$ cat src/rtl/corelet_ctrl_pkg.sv
// rtl/corelet_ctrl_pkg.sv - shared encodings for the corelet controller
//
// Purpose: inst bit positions driven to the corelet, controller state
//          encodings and a helper that assembles the inst word.
// Ports:   none (package).

package corelet_ctrl_pkg;

   // Bit positions inside the 4-bit inst word {l0_rd, l0_wr, execute, load}
   localparam int INST_LOAD  = 0;
   localparam int INST_EXEC  = 1;
   localparam int INST_L0_WR = 2;
   localparam int INST_L0_RD = 3;
   localparam int INST_W     = 4;

   typedef enum logic [2:0] {
      ST_IDLE   = 3'd0,
      ST_W_XFER = 3'd1,
      ST_W_LOAD = 3'd2,
      ST_W_GAP  = 3'd3,
      ST_A_XFER = 3'd4,
      ST_EXEC   = 3'd5,
      ST_DRAIN  = 3'd6,
      ST_DONE   = 3'd7
   } ctrl_state_t;

   function automatic logic [INST_W-1:0] pack_inst(input logic l0_rd,
                                                   input logic l0_wr,
                                                   input logic execute,
                                                   input logic load);
      logic [INST_W-1:0] v;
      v             = '0;
      v[INST_L0_RD] = l0_rd;
      v[INST_L0_WR] = l0_wr;
      v[INST_EXEC]  = execute;
      v[INST_LOAD]  = load;
      return v;
   endfunction

endpackage

$ cat src/rtl/corelet_ctrl_xmem_l0_feeder.sv
// rtl/corelet_ctrl_xmem_l0_feeder.sv - streams a block of xmem words into corelet L0
//
// Purpose: after a go pulse, reads count words from xmem starting at base and
//          writes each into L0 the cycle it returns. A word that returns while
//          L0 is full is parked in a one-entry skid and written first once L0
//          frees up. phase_done pulses the cycle after the last L0 write.
// Ports:
//   clk, reset     clock, synchronous active-high reset
//   go             1-cycle pulse: latch base/count and start the block
//   base, count    first xmem address and number of words
//   o_ready_l0     corelet L0 not-full
//   xmem_dout      xmem read data (one cycle after xmem_ren)
//   xmem_ren       xmem read enable
//   xmem_addr      xmem read address
//   l0_wr, l0_din  L0 write strobe and data
//   phase_done     1-cycle pulse when every word of the block is in L0

module xmem_l0_feeder #(
   parameter int AW = 11,
   parameter int DW = 32
) (
   input  logic          clk,
   input  logic          reset,
   input  logic          go,
   input  logic [AW-1:0] base,
   input  logic [AW-1:0] count,
   input  logic          o_ready_l0,
   input  logic [DW-1:0] xmem_dout,
   output logic          xmem_ren,
   output logic [AW-1:0] xmem_addr,
   output logic          l0_wr,
   output logic [DW-1:0] l0_din,
   output logic          phase_done
);

   logic          active;
   logic          in_flight;
   logic          skid_valid;
   logic [DW-1:0] skid_data;
   logic [AW-1:0] issued;
   logic [AW-1:0] written;
   logic          wr_from_skid;
   logic          wr_from_fly;
   logic          last_write;

   // A read is only issued with the skid empty, and the skid only fills when
   // L0 is full (no read that cycle), so a returning word and a full skid
   // never coincide: one skid entry is enough.
   always_comb begin
      xmem_ren     = active && (issued != count) && o_ready_l0 && !skid_valid;
      wr_from_skid = skid_valid && o_ready_l0;
      wr_from_fly  = in_flight && o_ready_l0 && !skid_valid;
      l0_wr        = wr_from_skid || wr_from_fly;
      l0_din       = skid_valid ? skid_data : xmem_dout;
      last_write   = l0_wr && (written == count - AW'(1));
   end

   always_ff @(posedge clk) begin
      if (reset) begin
         active     <= 1'b0;
         in_flight  <= 1'b0;
         skid_valid <= 1'b0;
         skid_data  <= '0;
         issued     <= '0;
         written    <= '0;
         xmem_addr  <= '0;
         phase_done <= 1'b0;
      end else begin
         phase_done <= 1'b0;
         in_flight  <= xmem_ren;
         if (go) begin
            active     <= 1'b1;
            issued     <= '0;
            written    <= '0;
            xmem_addr  <= base;
            skid_valid <= 1'b0;
         end else if (active) begin
            if (xmem_ren) begin
               issued    <= issued + AW'(1);
               xmem_addr <= xmem_addr + AW'(1);
            end
            if (in_flight && !o_ready_l0) begin
               skid_valid <= 1'b1;
               skid_data  <= xmem_dout;
            end else if (wr_from_skid) begin
               skid_valid <= 1'b0;
            end
            if (l0_wr) begin
               written <= written + AW'(1);
            end
            if (last_write) begin
               active     <= 1'b0;
               phase_done <= 1'b1;
            end
         end
      end
   end

endmodule

$ cat src/rtl/corelet_ctrl.sv
// rtl/corelet_ctrl.sv - corelet instruction/memory initiator
//
// Purpose: for each of NUM_KIJ kernel positions, streams col weight words and
//          NUM_ACT activation words from xmem into L0, issues l0_rd/load and
//          l0_rd/execute sequences, and services psum SRAM reads/writes
//          requested by the corelet (rd_ofifo / wr_mem).
// Ports:
//   clk, reset               clock, synchronous active-high reset
//   start / busy / done      job handshake (done is a 1-cycle pulse)
//   xmem_ren/addr/dout       xmem read port (1-cycle read latency)
//   l0_din, inst             corelet D_xmem and {l0_rd, l0_wr, execute, load}
//   o_ready_l0               corelet L0 not-full
//   rd_ofifo, wr_mem         corelet OFIFO read strobe / SFU result valid
//   pmem_ren/raddr           psum SRAM read port
//   pmem_wen/waddr           psum SRAM write port
//   psum_first               high while kij==0 so the datapath zeroes old psums

module corelet_ctrl
   import corelet_ctrl_pkg::*;
#(
   parameter int bw       = 4,
   parameter int row      = 8,
   parameter int col      = 8,
   parameter int NUM_ACT  = 36,
   parameter int NUM_KIJ  = 9,
   parameter int WBASE    = 64,
   parameter int LOAD_GAP = 8,
   parameter int AW       = 11
) (
   input  logic              clk,
   input  logic              reset,
   input  logic              start,
   output logic              busy,
   output logic              done,
   output logic              xmem_ren,
   output logic [AW-1:0]     xmem_addr,
   input  logic [bw*row-1:0] xmem_dout,
   output logic [bw*row-1:0] l0_din,
   output logic [3:0]        inst,
   input  logic              o_ready_l0,
   input  logic              rd_ofifo,
   input  logic              wr_mem,
   output logic              pmem_ren,
   output logic [AW-1:0]     pmem_raddr,
   output logic              pmem_wen,
   output logic [AW-1:0]     pmem_waddr,
   output logic              psum_first
);

   localparam int            DW       = bw * row;
   localparam int            KW       = (NUM_KIJ > 1) ? $clog2(NUM_KIJ) : 1;
   localparam logic [AW-1:0] COL_N    = AW'(col);
   localparam logic [AW-1:0] ACT_N    = AW'(NUM_ACT);
   localparam logic [AW-1:0] GAP_N    = AW'(LOAD_GAP);
   localparam logic [AW-1:0] WBASE_A  = AW'(WBASE);
   localparam logic [KW-1:0] KIJ_LAST = KW'(NUM_KIJ - 1);

   ctrl_state_t   state;
   logic [KW-1:0] kij;
   logic [AW-1:0] cnt;
   logic [AW-1:0] rcnt;
   logic [AW-1:0] wcnt;
   logic          l0_rd_q;
   logic          load_q;
   logic          exec_q;
   logic          feed_go;
   logic [AW-1:0] feed_base;
   logic [AW-1:0] feed_count;
   logic          feed_l0_wr;
   logic          feed_done;
   logic [AW-1:0] next_wbase;

   xmem_l0_feeder #(
      .AW (AW),
      .DW (DW)
   ) u_feeder (
      .clk        (clk),
      .reset      (reset),
      .go         (feed_go),
      .base       (feed_base),
      .count      (feed_count),
      .o_ready_l0 (o_ready_l0),
      .xmem_dout  (xmem_dout),
      .xmem_ren   (xmem_ren),
      .xmem_addr  (xmem_addr),
      .l0_wr      (feed_l0_wr),
      .l0_din     (l0_din),
      .phase_done (feed_done)
   );

   // Weight block of the following kij
   assign next_wbase = WBASE_A + (AW'(kij) + AW'(1)) * COL_N;

   // Psum port follows the corelet strobes combinationally so the read data
   // lands one cycle later, aligned with the SFU result. Writes past NUM_ACT
   // are dropped and the counter holds.
   assign pmem_ren   = busy && rd_ofifo;
   assign pmem_raddr = rcnt;
   assign pmem_wen   = busy && wr_mem && (wcnt < ACT_N);
   assign pmem_waddr = wcnt;
   assign psum_first = busy && (kij == '0);

   assign inst = pack_inst(l0_rd_q, feed_l0_wr, exec_q, load_q);

   always_ff @(posedge clk) begin
      if (reset) begin
         state      <= ST_IDLE;
         busy       <= 1'b0;
         done       <= 1'b0;
         kij        <= '0;
         cnt        <= '0;
         rcnt       <= '0;
         wcnt       <= '0;
         l0_rd_q    <= 1'b0;
         load_q     <= 1'b0;
         exec_q     <= 1'b0;
         feed_go    <= 1'b0;
         feed_base  <= '0;
         feed_count <= '0;
      end else begin
         done    <= 1'b0;
         feed_go <= 1'b0;
         if (pmem_ren) begin
            rcnt <= rcnt + AW'(1);
         end
         if (pmem_wen) begin
            wcnt <= wcnt + AW'(1);
         end

         case (state)
            ST_IDLE: begin
               if (start) begin
                  busy       <= 1'b1;
                  kij        <= '0;
                  rcnt       <= '0;
                  wcnt       <= '0;
                  feed_go    <= 1'b1;
                  feed_base  <= WBASE_A;
                  feed_count <= COL_N;
                  state      <= ST_W_XFER;
               end
            end

            ST_W_XFER: begin
               if (feed_done) begin
                  l0_rd_q <= 1'b1;
                  cnt     <= '0;
                  state   <= ST_W_LOAD;
               end
            end

            // l0_rd for col cycles; load trails it by one cycle to cover the
            // L0 read latency, so the state lasts col+1 cycles.
            ST_W_LOAD: begin
               load_q  <= l0_rd_q;
               l0_rd_q <= (cnt < COL_N - AW'(1));
               if (cnt == COL_N) begin
                  cnt   <= '0;
                  state <= ST_W_GAP;
               end else begin
                  cnt <= cnt + AW'(1);
               end
            end

            ST_W_GAP: begin
               if (cnt == GAP_N - AW'(1)) begin
                  cnt        <= '0;
                  feed_go    <= 1'b1;
                  feed_base  <= '0;
                  feed_count <= ACT_N;
                  state      <= ST_A_XFER;
               end else begin
                  cnt <= cnt + AW'(1);
               end
            end

            ST_A_XFER: begin
               if (feed_done) begin
                  l0_rd_q <= 1'b1;
                  cnt     <= '0;
                  state   <= ST_EXEC;
               end
            end

            ST_EXEC: begin
               exec_q  <= l0_rd_q;
               l0_rd_q <= (cnt < ACT_N - AW'(1));
               if (cnt == ACT_N) begin
                  cnt   <= '0;
                  state <= ST_DRAIN;
               end else begin
                  cnt <= cnt + AW'(1);
               end
            end

            ST_DRAIN: begin
               if (wcnt == ACT_N) begin
                  if (kij == KIJ_LAST) begin
                     busy  <= 1'b0;
                     done  <= 1'b1;
                     state <= ST_DONE;
                  end else begin
                     kij        <= kij + KW'(1);
                     rcnt       <= '0;
                     wcnt       <= '0;
                     feed_go    <= 1'b1;
                     feed_base  <= next_wbase;
                     feed_count <= COL_N;
                     state      <= ST_W_XFER;
                  end
               end
            end

            ST_DONE: begin
               state <= ST_IDLE;
            end

            default: begin
               state <= ST_IDLE;
            end
         endcase
      end
   end

endmodule

$ cat config.mk
export PLATFORM = sky130hd
export DESIGN_NAME = corelet_ctrl
export DESIGN_NICKNAME = d
export VERILOG_FILES = /design/src/rtl/corelet_ctrl_pkg.sv /design/src/rtl/corelet_ctrl_xmem_l0_feeder.sv /design/src/rtl/corelet_ctrl.sv
export SDC_FILE = /design/constraint.sdc
export NUM_CORES = 1
export LEC_CHECK = 0
export BUFFER_PORTS_ARGS = -buffer_cell sky130_fd_sc_hd__buf_2
export CAP_MARGIN = 20
export CORE_MARGIN = 2
export CORE_UTILIZATION = 40
export CTS_CLUSTER_SIZE = 28
export DETAILED_ROUTE_END_ITERATION = 12
export PLACE_DENSITY = 0.71
export SLEW_MARGIN = 20
export SYNTH_ARGS = -nofsm -noshare
export SYNTH_HDL_FRONTEND = slang
export SYNTH_SLANG_ARGS = --single-unit
$ cat constraint.sdc
create_clock -name clk -period 5.6 [get_ports clk]
set_input_delay 1.12 -clock clk [delete_from_list [all_inputs] [get_ports clk]]
set_output_delay 1.12 -clock clk [all_outputs]
set_load 0.05 [all_outputs]
==> flow_summary.html, run 1 <==
<table>
<tr><th>Metric</th><th>Value</th></tr>
<tr><th colspan="2">Clock network</th></tr>
<tr><td>Clock-pin slew on the worst setup and hold paths</td><td>0.05 ns</td></tr>
<tr><td>Number of cells upsized or downsized after cts</td><td>0</td></tr>
<tr><td>Clock Tree Buf Depth</td><td>2</td></tr>
<tr><td>Total number of H-tree levels</td><td>4</td></tr>
<tr><td>Post-CTS setup buffers</td><td>0</td></tr>
<tr><td>CTS Root Buffer Type</td><td>sky130_fd_sc_hd__clkbuf_16</td></tr>
<tr><td>Inserted Clock Buffers</td><td>17</td></tr>
<tr><td>Post-CTS Hold Buffers</td><td>0</td></tr>
<tr><td>Sink count of the clock tree</td><td>123</td></tr>
<tr><td>Clock tree from TritonCTS</td><td>built</td></tr>
<tr><td>Clock latency at the later pin of the worst-skew pair</td><td>0.41 ns</td></tr>
<tr><th colspan="2">Routing</th></tr>
<tr><td>Count of unresolved DRC violations after routing</td><td>0</td></tr>
<tr><td>Average wire per cell in the routed design</td><td>13.3 um</td></tr>
<tr><td>TritonRoute pass-1 iters</td><td>4</td></tr>
<tr><td>Post-detailed-route count of antenna-violating nets</td><td>0</td></tr>
<tr><td>Initial detailed-routing violation count</td><td>294</td></tr>
<tr><td>Number of vias per cell after detailed routing</td><td>5.17</td></tr>
<tr><td>Total Wirelength</td><td>13200 um</td></tr>
<tr><td>Number of vias after detailed routing</td><td>5129</td></tr>
<tr><th colspan="2">Placement</th></tr>
<tr><td>Quantity of I/O buffers inserted on ports</td><td>112</td></tr>
<tr><td>Post-detailed-placement half-perimeter wirelength</td><td>8890 um</td></tr>
<tr><td>GPL Wtd Cong</td><td>0.796</td></tr>
<tr><th colspan="2">Worst setup path</th></tr>
<tr><td>Crit path capture</td><td>xmem_ren</td></tr>
<tr><td>Setup slack of the most critical reg-to-reg path</td><td>2.85 ns</td></tr>
<tr><td>Crit path largest cell delay</td><td>0.46 ns</td></tr>
<tr><td>Kind of start point of the critical path</td><td>input pin</td></tr>
<tr><td>WP buf/inv</td><td>2</td></tr>
<tr><td>CP required</td><td>4.48 ns</td></tr>
<tr><td>Timing startpoint of the critical path</td><td>o_ready_l0</td></tr>
<tr><td>Crit end category</td><td>primary output</td></tr>
<tr><td>CP max FO</td><td>16</td></tr>
<tr><td>Worst reg2reg startpoint</td><td>state[0]</td></tr>
<tr><td>Endpoint of the worst register-to-register path</td><td>cnt[6]</td></tr>
<tr><td>Class of the most critical setup path</td><td>in -&gt; out</td></tr>
<tr><td>Reg2reg path depth</td><td>5</td></tr>
<tr><td>Worst-path cell with the longest stage delay</td><td>sky130_fd_sc_hd__nor2_1</td></tr>
<tr><td>Critical path arrival</td><td>2.53 ns</td></tr>
<tr><td>Total number of cells along the worst setup path</td><td>4</td></tr>
<tr><td>Cells along the critical path</td><td>buf_2, nand3b_1, nor2_1, buf_2</td></tr>
<tr><td>Cell family with most CP delay</td><td>simple AND/OR/NAND/NOR gates</td></tr>
<tr><td>Cell with the most instances on the worst path</td><td>sky130_fd_sc_hd__buf_2</td></tr>
<tr><th colspan="2">STA</th></tr>
<tr><td>Relative slew margins</td><td>37.7%</td></tr>
<tr><td>Final hold violations</td><td>0</td></tr>
<tr><td>Final Setup Violations</td><td>0</td></tr>
<tr><td>Sum of negative setup slack</td><td>0 ns</td></tr>
<tr><td>Shortest period the worst path allows</td><td>3.65 ns</td></tr>
<tr><td>Transition time of the tightest slew-check pin</td><td>0.934 ns</td></tr>
<tr><td>Unrepaired setup endpoints after global routing</td><td>no</td></tr>
<tr><td>Worst clock skew on the final layout</td><td>0.00623 ns</td></tr>
<tr><td>Highest clock rate</td><td>0.274 GHz</td></tr>
<tr><td>Share of the clock period used by the worst path after layout</td><td>65.2%</td></tr>
<tr><td>Number of max-slew violations in the final report</td><td>0</td></tr>
<tr><th colspan="2">Pwr</th></tr>
<tr><td>Power Density</td><td>372 nW/um2</td></tr>
<tr><td>Power consumption</td><td>2710 uW</td></tr>
<tr><td>Leakage Power</td><td>0.00285 uW</td></tr>
<tr><td>Peak supply drop</td><td>0.236 mV</td></tr>
<tr><th colspan="2">Synth</th></tr>
<tr><td>Total standard cell area after synthesis</td><td>6040 um2</td></tr>
<tr><td>Register area share after synthesis</td><td>40.8%</td></tr>
<tr><td>Number of synthesis warnings</td><td>0</td></tr>
<tr><td>Yosys cell types</td><td>63</td></tr>
<tr><td>Number of register bits inferred by synthesis</td><td>123</td></tr>
<tr><td>Most common flop cell mapped by yosys</td><td>sky130_fd_sc_hd__dfxtp_1</td></tr>
<tr><td>Cell count after synthesis</td><td>709</td></tr>
<tr><td>Number of enable flip-flop cells after synthesis</td><td>0</td></tr>
<tr><td>Area fraction of the dominant cell type after synthesis</td><td>40.8%</td></tr>
<tr><td>Top cells by area, synth</td><td>sky130_fd_sc_hd__dfxtp_1, sky130_fd_sc_hd__nand2_1, sky130_fd_sc_hd__mux2_2</td></tr>
<tr><td>Asr flop ratio synth</td><td>0%</td></tr>
<tr><td>Synthesized area per cell</td><td>8.51 um2</td></tr>
<tr><td>Library cell occupying the most area in the post-synthesis netlist</td><td>sky130_fd_sc_hd__dfxtp_1</td></tr>
<tr><td>Synth Net Count</td><td>761</td></tr>
<tr><th colspan="2">GRT</th></tr>
<tr><td>Number of antenna violations at the first check in global routing</td><td>0</td></tr>
<tr><td>Total Routing Usage GR</td><td>16.9%</td></tr>
<tr><td>Wire length of the first global-routing pass</td><td>22500 um</td></tr>
<tr><td>Number of global-route vias before repair</td><td>4766</td></tr>
<tr><td>Largest net degree at the start of global routing</td><td>61</td></tr>
<tr><td>Leftover overflow at the end of global routing</td><td>0</td></tr>
<tr><th colspan="2">Cells and area</th></tr>
<tr><td># nets final</td><td>850</td></tr>
<tr><td>Fraction of final layout cells sized beyond drive strength 1</td><td>23.5%</td></tr>
<tr><td>Antenna Cells</td><td>0</td></tr>
<tr><td>Filler cells</td><td>1397</td></tr>
<tr><td>Most common cell after layout, fill and taps aside</td><td>sky130_fd_sc_hd__dfxtp_1</td></tr>
<tr><td>Top library cells by usage in the layout, fill and taps aside</td><td>sky130_fd_sc_hd__dfxtp_1, sky130_fd_sc_hd__buf_2, sky130_fd_sc_hd__nand2_1</td></tr>
<tr><td>Area delta synth-&gt;final</td><td>20.6%</td></tr>
<tr><th colspan="2">Die</th></tr>
<tr><td>Initial core utilization</td><td>41.2%</td></tr>
<tr><td>I/O pin total</td><td>113</td></tr>
<tr><td>Die Y</td><td>127 um</td></tr>
<tr><td>Width of the chip</td><td>127 um</td></tr>
<tr><td>Number of placement rows</td><td>44</td></tr>
<tr><td>Floorplan die area</td><td>16100 um2</td></tr>
<tr><td>Core ar.</td><td>14600 um2</td></tr>
<tr><th colspan="2">Status</th></tr>
<tr><td>Outcome</td><td>finished, final reports clean</td></tr>
<tr><th colspan="2">Min path</th></tr>
<tr><td>Class of the tightest hold or removal check</td><td>reg -&gt; reg</td></tr>
<tr><th colspan="2">Run</th></tr>
<tr><td>Max Cap Viol</td><td>0</td></tr>
</table>
-- cell usage after synthesis, types with 6 or more instances --
library cell	count
sky130_fd_sc_hd__xnor2_1	30
sky130_fd_sc_hd__inv_1	22
sky130_fd_sc_hd__dfxtp_1	123
sky130_fd_sc_hd__and2_1	7
sky130_fd_sc_hd__mux2i_1	7
sky130_fd_sc_hd__and3_1	17
sky130_fd_sc_hd__a21oi_1	52
sky130_fd_sc_hd__o21a_1	9
sky130_fd_sc_hd__clkbuf_1	30
sky130_fd_sc_hd__nand2_1	97
sky130_fd_sc_hd__buf_2	6
sky130_fd_sc_hd__nor2_1	72
sky130_fd_sc_hd__xor2_1	28
sky130_fd_sc_hd__nand4_1	17
sky130_fd_sc_hd__ha_1	14
sky130_fd_sc_hd__mux2_2	32
sky130_fd_sc_hd__o21ai_0	17
sky130_fd_sc_hd__nor3_1	21
sky130_fd_sc_hd__nor4_1	7
sky130_fd_sc_hd__nand3_1	18
sky130_fd_sc_hd__buf_4	6
-- flip-flops by register name, indices dropped and copies added (netlist names), 2 cells and up --
name	cells
u_feeder.xmem_addr	11
pmem_waddr	11
u_feeder.skid_data	32
kij	4
u_feeder.issued	11
u_feeder.written	11
feed_base	6
pmem_raddr	11
cnt	11
feed_count	2
state	3
-- report_power, final --
group | internal, uW | switching [uW]
combinational | 164 | 367
sequential | 922 | 87.4
clock | 785 | 379
total | 1870 | 834
-- tightest hold or removal path, delay by kind of cell (launching register included) --
kind	cells	cell delay, ns
flops	1	0.30
compound gates	1	0.05
simple gates	1	0.05
-- metal layers --
| metal | global-route usage (%) | part of all wire (%) | vias up |
|---|---|---|---|
| met2 | 26.3 | 44 | 139 |
| met3 | 7.00 | 7.5 | 12 |
| met5 | 0 | 0 | - |
| li1 | - | - | 2623 |
| met4 | 5.69 | 1.2 | 0 |
| met1 | 21.4 | 47 | 2355 |
-- stage by stage --
step | instance area (um2) | worst slack [ns] | hold slack [ns] | std cells | utilization, %
6_report | 7280 | 1.95 | 0.453 | 993 | 49.7
5_1_grt | 7280 | 1.77 | 0.467 | 993 | 49.7
2_1_floorplan | 6040 | 2.03 | 0.433 | 709 | -
3_3_place_gp | 6660 | 1.97 | 0.440 | 963 | 45.4
3_5_place_dp | 6660 | 1.94 | 0.448 | 963 | 45.4
4_1_cts | 7280 | 1.93 | 0.455 | 993 | 49.7
-- final cells by class --
type                    count  area [um2]  area share (%)
clock buffers              23         488            6.70
clock inverters             7         138            1.89
inverters                  22        82.6            1.13
multi-input cells         519        3300            45.3
flip-flops and latches    123        2460            33.8
well taps                 184         230            3.16
repair buffers            115         583            8.01
-- kinds of logic (layout without fill, tap and decap cells) --
logic type / after synthesis / in the layout / synth area share (%)
mux: 40 / 40 / 7.38
buf+inv: 67 / 167 / 4.66
flops: 123 / 123 / 40.8
compound gates: 112 / 112 / 11.6
simple gates: 295 / 295 / 24.2
xor+xnor: 58 / 58 / 8.42
fa+ha+maj: 14 / 14 / 2.90
-- worst min path at each step --
stage,from,to,slack [ns],cells after the start
2_1_floorplan,u_feeder.skid_data[0],u_feeder.skid_data[0],0.43,2
3_3_place_gp,u_feeder.skid_data[27],u_feeder.skid_data[27],0.44,2
3_5_place_dp,u_feeder.skid_data[14],u_feeder.skid_data[14],0.45,2
4_1_cts,u_feeder.skid_data[14],u_feeder.skid_data[14],0.46,2
5_1_grt,u_feeder.skid_data[31],u_feeder.skid_data[31],0.47,2
6_report,u_feeder.skid_data[0],u_feeder.skid_data[0],0.45,2
No activity file was read; power rests on OpenSTA's default activity.
==> inputs of run 2 (changes only) <==
==> constraint.sdc (replaced) <==
create_clock -name clk -period 3.4 [get_ports clk]
set_input_delay 0.68 -clock clk [delete_from_list [all_inputs] [get_ports clk]]
set_output_delay 0.68 -clock clk [all_outputs]
set_load 0.05 [all_outputs]
==> flow_summary.html, run 2 (synthesis results as in run 1) <==
<table>
<tr><th>Metric</th><th>Value</th></tr>
<tr><th colspan="2">Cells and area</th></tr>
<tr><td>Fraction of final layout cells sized beyond drive strength 1</td><td>23.7% (+0.20 points)</td></tr>
<tr><td>Layout Utilization</td><td>49.6% (-0.077 points)</td></tr>
<tr><td>Filler cells</td><td>1432 (+2.5%)</td></tr>
<tr><td>Most common cell after layout, fill and taps aside</td><td>sky130_fd_sc_hd__dfxtp_1</td></tr>
<tr><td>Post-Layout Inst Area</td><td>7270 um2 (-0.15%)</td></tr>
<tr><td># nets final</td><td>854 (+0.47%)</td></tr>
<tr><td>Area delta synth-&gt;final</td><td>20.5%</td></tr>
<tr><td>Number of flip-flops under the largest register name</td><td>32 (unchanged)</td></tr>
<tr><td>Top library cells by usage in the layout, fill and taps aside</td><td>sky130_fd_sc_hd__dfxtp_1, sky130_fd_sc_hd__buf_2, sky130_fd_sc_hd__nand2_1</td></tr>
<tr><td>Antenna Cells</td><td>0 (unchanged)</td></tr>
<tr><td>Register ranked first by flip-flop count</td><td>u_feeder.skid_data</td></tr>
<tr><th colspan="2">Clock network</th></tr>
<tr><td>CTS Root Buffer Type</td><td>sky130_fd_sc_hd__clkbuf_16</td></tr>
<tr><td>Post-CTS setup buffers</td><td>0 (unchanged)</td></tr>
<tr><td>Clock latency at the later pin of the worst-skew pair</td><td>0.42 ns (about the same)</td></tr>
<tr><td>Sink count of the clock tree</td><td>123 (unchanged)</td></tr>
<tr><td>Number of cells upsized or downsized after cts</td><td>0 (unchanged)</td></tr>
<tr><td>Inserted Clock Buffers</td><td>17 (unchanged)</td></tr>
<tr><td>Clock tree from TritonCTS</td><td>built</td></tr>
<tr><td>Total number of H-tree levels</td><td>4 (unchanged)</td></tr>
<tr><td>Clock Tree Buf Depth</td><td>2 (unchanged)</td></tr>
<tr><td>Post-CTS Hold Buffers</td><td>0 (unchanged)</td></tr>
<tr><td>Clock-pin slew on the worst setup and hold paths</td><td>0.05 ns (about the same)</td></tr>
<tr><th colspan="2">Routing</th></tr>
<tr><td>Initial detailed-routing violation count</td><td>323 (+9.9%)</td></tr>
<tr><td>TritonRoute pass-1 iters</td><td>4 (unchanged)</td></tr>
<tr><td>Number of vias per cell after detailed routing</td><td>5.20 (+0.60%)</td></tr>
<tr><td>Post-detailed-route count of antenna-violating nets</td><td>0 (unchanged)</td></tr>
<tr><td>Number of vias after detailed routing</td><td>5191 (+1.2%)</td></tr>
<tr><td>Average wire per cell in the routed design</td><td>13.4 um (+0.80%)</td></tr>
<tr><td>Total Wirelength</td><td>13400 um (+1.4%)</td></tr>
<tr><td>Count of unresolved DRC violations after routing</td><td>0 (unchanged)</td></tr>
<tr><th colspan="2">GRT</th></tr>
<tr><td>Total Routing Usage GR</td><td>16.7% (-0.25 points)</td></tr>
<tr><td>Busiest metal layer after global routing</td><td>met2</td></tr>
<tr><td>Number of global-route vias before repair</td><td>4805 (+0.82%)</td></tr>
<tr><td>Leftover overflow at the end of global routing</td><td>0 (unchanged)</td></tr>
<tr><td>Largest net degree at the start of global routing</td><td>59 (-3.3%)</td></tr>
<tr><td>Met2 Track Usage GR</td><td>26.5% (+0.16 points)</td></tr>
<tr><td>Wire length of the first global-routing pass</td><td>22100 um (-1.6%)</td></tr>
<tr><td>Met1 usage</td><td>20.6% (-0.74 points)</td></tr>
<tr><td>Number of antenna violations at the first check in global routing</td><td>0 (unchanged)</td></tr>
<tr><td>Met3 Resource Use GR</td><td>6.62% (-0.38 points)</td></tr>
<tr><th colspan="2">Worst setup path</th></tr>
<tr><td>CP max FO</td><td>20 (+4)</td></tr>
<tr><td>Class of the most critical setup path</td><td>reg -&gt; out</td></tr>
<tr><td>Critical path arrival</td><td>2.46 ns (-0.07 ns)</td></tr>
<tr><td>Worst reg2reg startpoint</td><td>state[0]</td></tr>
<tr><td>Reg2reg path depth</td><td>5 (unchanged)</td></tr>
<tr><td>Kind of start point of the critical path</td><td>flip-flop</td></tr>
<tr><td>Endpoint of the worst register-to-register path</td><td>state[0]</td></tr>
<tr><td>Crit end category</td><td>primary output</td></tr>
<tr><td>Setup slack of the most critical reg-to-reg path</td><td>1.13 ns (-1.72 ns)</td></tr>
<tr><td>CP required</td><td>2.72 ns (-1.76 ns)</td></tr>
<tr><th colspan="2">Min path</th></tr>
<tr><td>Class of the tightest hold or removal check</td><td>reg -&gt; reg</td></tr>
<tr><td>Source of the worst hold timing path</td><td>u_feeder.skid_data[24]</td></tr>
<tr><td>Number of cells on the worst hold path</td><td>2 (unchanged)</td></tr>
<tr><td>Hold worst-path end</td><td>u_feeder.skid_data[24]</td></tr>
<tr><th colspan="2">Pwr</th></tr>
<tr><td>Peak supply drop</td><td>0.367 mV (+56%)</td></tr>
<tr><td>Power consumption</td><td>4330 uW (+60%)</td></tr>
<tr><td>Leakage Power</td><td>0.00285 uW (-0.18%)</td></tr>
<tr><td>Power Density</td><td>596 nW/um2 (+60%)</td></tr>
<tr><th colspan="2">STA</th></tr>
<tr><td>WHS</td><td>0.452 ns (-0.00134 ns)</td></tr>
<tr><td>Relative slew margins</td><td>54.3% (+17 points)</td></tr>
<tr><td>Shortest period the worst path allows</td><td>3.14 ns</td></tr>
<tr><td>Number of max-slew violations in the final report</td><td>0 (unchanged)</td></tr>
<tr><td>Highest clock rate</td><td>0.318 GHz</td></tr>
<tr><td>Share of the clock period used by the worst path after layout</td><td>92.5%</td></tr>
<tr><td>Unrepaired setup endpoints after global routing</td><td>no</td></tr>
<tr><td>Sum of negative setup slack</td><td>0 ns (unchanged)</td></tr>
<tr><td>Worst clock skew on the final layout</td><td>0.00565 ns (-0.000579 ns)</td></tr>
<tr><td>Final Setup Violations</td><td>0 (unchanged)</td></tr>
<tr><td>Final hold violations</td><td>0 (unchanged)</td></tr>
<tr><td>Transition time of the tightest slew-check pin</td><td>0.680 ns (-0.254 ns)</td></tr>
<tr><th colspan="2">Placement</th></tr>
<tr><td>GPL Wtd Cong</td><td>0.860 (+8.0%)</td></tr>
<tr><td>Area post-placement</td><td>6690 um2 (+0.45%)</td></tr>
<tr><td>Post-detailed-placement half-perimeter wirelength</td><td>9070 um (+2.1%)</td></tr>
<tr><td>Quantity of I/O buffers inserted on ports</td><td>112 (unchanged)</td></tr>
<tr><th colspan="2">Die</th></tr>
<tr><td>Core ar.</td><td>14600 um2 (unchanged)</td></tr>
<tr><td>Number of placement rows</td><td>44 (unchanged)</td></tr>
<tr><td>Initial core utilization</td><td>41.2% (unchanged)</td></tr>
<tr><td>I/O pin total</td><td>113 (unchanged)</td></tr>
<tr><td>Floorplan die area</td><td>16100 um2 (unchanged)</td></tr>
<tr><td>Die Y</td><td>127 um (unchanged)</td></tr>
<tr><td>Width of the chip</td><td>127 um (unchanged)</td></tr>
<tr><th colspan="2">Status</th></tr>
<tr><td>Outcome</td><td>finished, final reports clean</td></tr>
<tr><th colspan="2">Run</th></tr>
<tr><td>Max Cap Viol</td><td>0 (unchanged)</td></tr>
</table>
[run 2: power breakdown]
part	leakage, uW	total (uW)	switching, uW	internal (uW)
logic	0.00157	893	608	285
registers	0.000993	1660	144	1520
clock network	0.000281	1780	624	1150
total	0.00285	4330	1380	2960
[run 2: routing by layer]
metal  up-vias  routed length, um
li1       2635                  -
met1      2402               6110
met2       141               6130
met3        13                974
met4         0                188
met5         -                  0
[run 2: worst max-delay path by stage]
stage                            start        to
floorplan                pmem_waddr[9]  pmem_wen
global placement    u_feeder.issued[0]  xmem_ren
detailed placement  u_feeder.issued[0]  xmem_ren
CTS                 u_feeder.issued[0]  xmem_ren
global route        u_feeder.issued[0]  xmem_ren
finish              u_feeder.issued[0]  xmem_ren
[run 2: critical path: stages, from the launching register on]
cell and delay (ns):
sky130_fd_sc_hd__dfxtp_1 0.36, sky130_fd_sc_hd__inv_1 0.08, sky130_fd_sc_hd__ha_1 0.15, sky130_fd_sc_hd__nor4b_1 0.26
sky130_fd_sc_hd__o2111a_1 0.67, sky130_fd_sc_hd__nor2_1 0.24, sky130_fd_sc_hd__buf_2 0.28
[run 2: area by class of cell]
type	count	area [um2]	share of cell area (%)
Clock buffer	26	499	6.87
Clock inverter	6	85.1	1.17
Inverter	22	82.6	1.14
Multi-Input combinational cell	519	3300	45.4
Sequential cell	123	2460	33.9
Tap cell	184	230	3.17
Timing Repair Buffer	119	613	8.43
[run 2: through the flow]
stage | cells | setup WS [ns]
after floorplan | 709 | 0.420
after global placement | 967 | 0.815
after detailed placement | 967 | 0.723
after CTS | 999 | 0.274
after global routing | 999 | 0.0722
final | 999 | 0.256
==> inputs of run 3 (changes only) <==
--- a/config.mk
+++ b/config.mk
@@ -9,9 +9,10 @@
 export CAP_MARGIN = 20
 export CORE_MARGIN = 2
 export CORE_UTILIZATION = 40
+export CTS_CLUSTER_DIAMETER = 200
 export CTS_CLUSTER_SIZE = 28
 export DETAILED_ROUTE_END_ITERATION = 12
-export PLACE_DENSITY = 0.71
+export PLACE_DENSITY = 0.72
 export SLEW_MARGIN = 20
 export SYNTH_ARGS = -nofsm -noshare
 export SYNTH_HDL_FRONTEND = slang
==> flow_summary.html, run 3 (synthesis results as in run 1) <==
<table>
<tr><th>Metric</th><th>Value</th></tr>
<tr><th colspan="2">Placement</th></tr>
<tr><td>Post-place setup slack</td><td>0.776 ns (+0.0525 ns)</td></tr>
<tr><td>Post-detailed-placement half-perimeter wirelength</td><td>9210 um (+1.5%)</td></tr>
<tr><td>Area post-placement</td><td>6690 um2 (+0.11%)</td></tr>
<tr><td>GPL Wtd Cong</td><td>0.841 (-2.2%)</td></tr>
<tr><td>Quantity of I/O buffers inserted on ports</td><td>112 (unchanged)</td></tr>
<tr><th colspan="2">Status</th></tr>
<tr><td>Outcome</td><td>finished, final reports clean</td></tr>
<tr><th colspan="2">Cells and area</th></tr>
<tr><td>Register ranked first by flip-flop count</td><td>u_feeder.skid_data</td></tr>
<tr><td>Antenna Cells</td><td>0 (unchanged)</td></tr>
<tr><td>Area delta synth-&gt;final</td><td>20.6%</td></tr>
<tr><td>Fraction of final layout cells sized beyond drive strength 1</td><td>24.3% (+0.58 points)</td></tr>
<tr><td>Post-Layout Inst Area</td><td>7280 um2 (+0.15%)</td></tr>
<tr><td># nets final</td><td>855 (+0.12%)</td></tr>
<tr><td>Top library cells by usage in the layout, fill and taps aside</td><td>sky130_fd_sc_hd__dfxtp_1, sky130_fd_sc_hd__buf_2, sky130_fd_sc_hd__nand2_1</td></tr>
<tr><td>Number of flip-flops under the largest register name</td><td>32 (unchanged)</td></tr>
<tr><td>Most common cell after layout, fill and taps aside</td><td>sky130_fd_sc_hd__dfxtp_1</td></tr>
<tr><th colspan="2">GRT</th></tr>
<tr><td>Wire length of the first global-routing pass</td><td>22500 um (+1.8%)</td></tr>
<tr><td>Number of antenna violations at the first check in global routing</td><td>0 (unchanged)</td></tr>
<tr><td>Total Routing Usage GR</td><td>17.0% (+0.30 points)</td></tr>
<tr><td>Leftover overflow at the end of global routing</td><td>0 (unchanged)</td></tr>
<tr><td>Number of global-route vias before repair</td><td>4766 (-0.81%)</td></tr>
<tr><td>Largest net degree at the start of global routing</td><td>38 (-36%)</td></tr>
<tr><th colspan="2">STA</th></tr>
<tr><td>Number of max-slew violations in the final report</td><td>0 (unchanged)</td></tr>
<tr><td>Share of the clock period used by the worst path after layout</td><td>90.4% (-2.1 points)</td></tr>
<tr><td>Unrepaired setup endpoints after global routing</td><td>no</td></tr>
<tr><td>Final hold violations</td><td>0 (unchanged)</td></tr>
<tr><td>Worst clock skew on the final layout</td><td>0.00600 ns (+0.000347 ns)</td></tr>
<tr><td>Relative slew margins</td><td>54.8% (+0.54 points)</td></tr>
<tr><td>Highest clock rate</td><td>0.326 GHz (+2.4%)</td></tr>
<tr><td>Sum of negative setup slack</td><td>0 ns (unchanged)</td></tr>
<tr><td>Transition time of the tightest slew-check pin</td><td>0.672 ns (-0.00807 ns)</td></tr>
<tr><td>Final Setup Violations</td><td>0 (unchanged)</td></tr>
<tr><td>Worst Slack Setup Final</td><td>0.328 ns (+0.0726 ns)</td></tr>
<tr><td>Shortest period the worst path allows</td><td>3.07 ns (-0.0726 ns)</td></tr>
<tr><th colspan="2">Die</th></tr>
<tr><td>Width of the chip</td><td>127 um (unchanged)</td></tr>
<tr><td>I/O pin total</td><td>113 (unchanged)</td></tr>
<tr><td>Number of placement rows</td><td>44 (unchanged)</td></tr>
<tr><td>Die Y</td><td>127 um (unchanged)</td></tr>
<tr><td>Floorplan die area</td><td>16100 um2 (unchanged)</td></tr>
<tr><td>Core ar.</td><td>14600 um2 (unchanged)</td></tr>
<tr><td>Initial core utilization</td><td>41.2% (unchanged)</td></tr>
<tr><th colspan="2">Clock network</th></tr>
<tr><td>Clock tree from TritonCTS</td><td>built</td></tr>
<tr><td>Total number of H-tree levels</td><td>4 (unchanged)</td></tr>
<tr><td>Inserted Clock Buffers</td><td>17 (unchanged)</td></tr>
<tr><td>Number of cells upsized or downsized after cts</td><td>0 (unchanged)</td></tr>
<tr><td>CTS Root Buffer Type</td><td>sky130_fd_sc_hd__clkbuf_16</td></tr>
<tr><td>Clock Tree Buf Depth</td><td>2 (unchanged)</td></tr>
<tr><td>Clock latency at the later pin of the worst-skew pair</td><td>0.42 ns (about the same)</td></tr>
<tr><td>Post-CTS setup buffers</td><td>0 (unchanged)</td></tr>
<tr><td>Clock-pin slew on the worst setup and hold paths</td><td>0.05 ns (about the same)</td></tr>
<tr><td>Post-CTS Hold Buffers</td><td>0 (unchanged)</td></tr>
<tr><td>Sink count of the clock tree</td><td>123 (unchanged)</td></tr>
<tr><th colspan="2">Pwr</th></tr>
<tr><td>Peak supply drop</td><td>0.381 mV (+4.0%)</td></tr>
<tr><td>Power Density</td><td>597 nW/um2 (+0.22%)</td></tr>
<tr><td>Leakage Power</td><td>0.00286 uW (+0.47%)</td></tr>
<tr><th colspan="2">Worst setup path</th></tr>
<tr><td>Setup slack of the most critical reg-to-reg path</td><td>1.12 ns (about the same)</td></tr>
<tr><td>Reg2reg path depth</td><td>5 (unchanged)</td></tr>
<tr><td>Critical path arrival</td><td>2.39 ns (-0.07 ns)</td></tr>
<tr><td>Crit end category</td><td>primary output</td></tr>
<tr><td>WP buf/inv</td><td>2 (unchanged)</td></tr>
<tr><td>Worst-path cell with the longest stage delay</td><td>sky130_fd_sc_hd__o2111a_1</td></tr>
<tr><td>CP max FO</td><td>20 (unchanged)</td></tr>
<tr><td>CP required</td><td>2.72 ns (about the same)</td></tr>
<tr><td>Class of the most critical setup path</td><td>reg -&gt; out</td></tr>
<tr><td>Crit path largest cell delay</td><td>0.67 ns (about the same)</td></tr>
<tr><td>Kind of start point of the critical path</td><td>flip-flop</td></tr>
<tr><td>Cell family with most CP delay</td><td>compound AO/OA/AOI/OAI gates</td></tr>
<tr><td>Total number of cells along the worst setup path</td><td>6 (unchanged)</td></tr>
<tr><td>Cells along the critical path</td><td>inv_1, ha_1, nor4b_1, o2111a_1, nor2_1, buf_2</td></tr>
<tr><th colspan="2">Run</th></tr>
<tr><td>Max Cap Viol</td><td>0 (unchanged)</td></tr>
<tr><th colspan="2">Min path</th></tr>
<tr><td>Class of the tightest hold or removal check</td><td>reg -&gt; reg</td></tr>
<tr><td>Number of cells on the worst hold path</td><td>2 (unchanged)</td></tr>
<tr><th colspan="2">Routing</th></tr>
<tr><td>Post-detailed-route count of antenna-violating nets</td><td>0 (unchanged)</td></tr>
<tr><td>Total Wirelength</td><td>13400 um (-0.28%)</td></tr>
<tr><td>Count of unresolved DRC violations after routing</td><td>0 (unchanged)</td></tr>
<tr><td>Average wire per cell in the routed design</td><td>13.4 um (-0.38%)</td></tr>
<tr><td>Number of vias per cell after detailed routing</td><td>5.11 (-1.8%)</td></tr>
<tr><td>Initial detailed-routing violation count</td><td>266 (-18%)</td></tr>
<tr><td>Number of vias after detailed routing</td><td>5105 (-1.7%)</td></tr>
<tr><td>TritonRoute pass-1 iters</td><td>4 (unchanged)</td></tr>
</table>
==> run 3: changes by cell type in the layout (fill, tap and decap cells not counted), sizes merged <==
cell    delta
clkinv     +4
buf        +1
inv        +1
clkbuf     -5
==> run 3: final timing paths <==
kind	startpoint	endpoint
max reg2reg	state[0]	state[0]
max	u_feeder.issued[0]	xmem_ren
min reg2reg	u_feeder.skid_data[12]	u_feeder.skid_data[12]
min	u_feeder.skid_data[12]	u_feeder.skid_data[12]
==> run 3: area by class of cell <==
class                           instances  area, um2
Clock inverter                         11        118
Sequential cell                       123       2460
Multi-Input combinational cell        519       3300
Clock buffer                           21        470
Timing Repair Buffer                  120        621
Inverter                               22       82.6
Tap cell                              184        230
Fill cell                            1411       7360
==> run 3: metal layers <==
layer | vias up | wire length [um] | GRT usage [%]
met5 | - | 0 | 0
li1 | 2638 | - | -
met2 | 119 | 5950 | 26.6
met3 | 13 | 883 | 6.71
met1 | 2335 | 6390 | 21.8
met4 | 0 | 143 | 4.85
==> run 3: worst min-delay path, cell delays in order (launching register included) <==
cell and delay [ns]:
sky130_fd_sc_hd__dfxtp_1 0.30, sky130_fd_sc_hd__nand2_1 0.05, sky130_fd_sc_hd__a21oi_1 0.05
==> run 3: through the flow <==
step	total power, uW	hold slack [ns]	utilization, %	std cells
floorplan	2380	0.433	-	709
detailed placement	2590	0.447	45.7	968
global placement	2580	0.439	45.7	968
CTS	4390	0.455	49.7	1000
finish	4350	0.450	49.7	1000
global route	4560	0.467	49.7	1000
==> run 3: power by group <==
group	switching, uW	internal (uW)	leakage, uW
Sequential	144	1520	0.000993
Combinational	611	285	0.00158
Clock	658	1130	0.000289
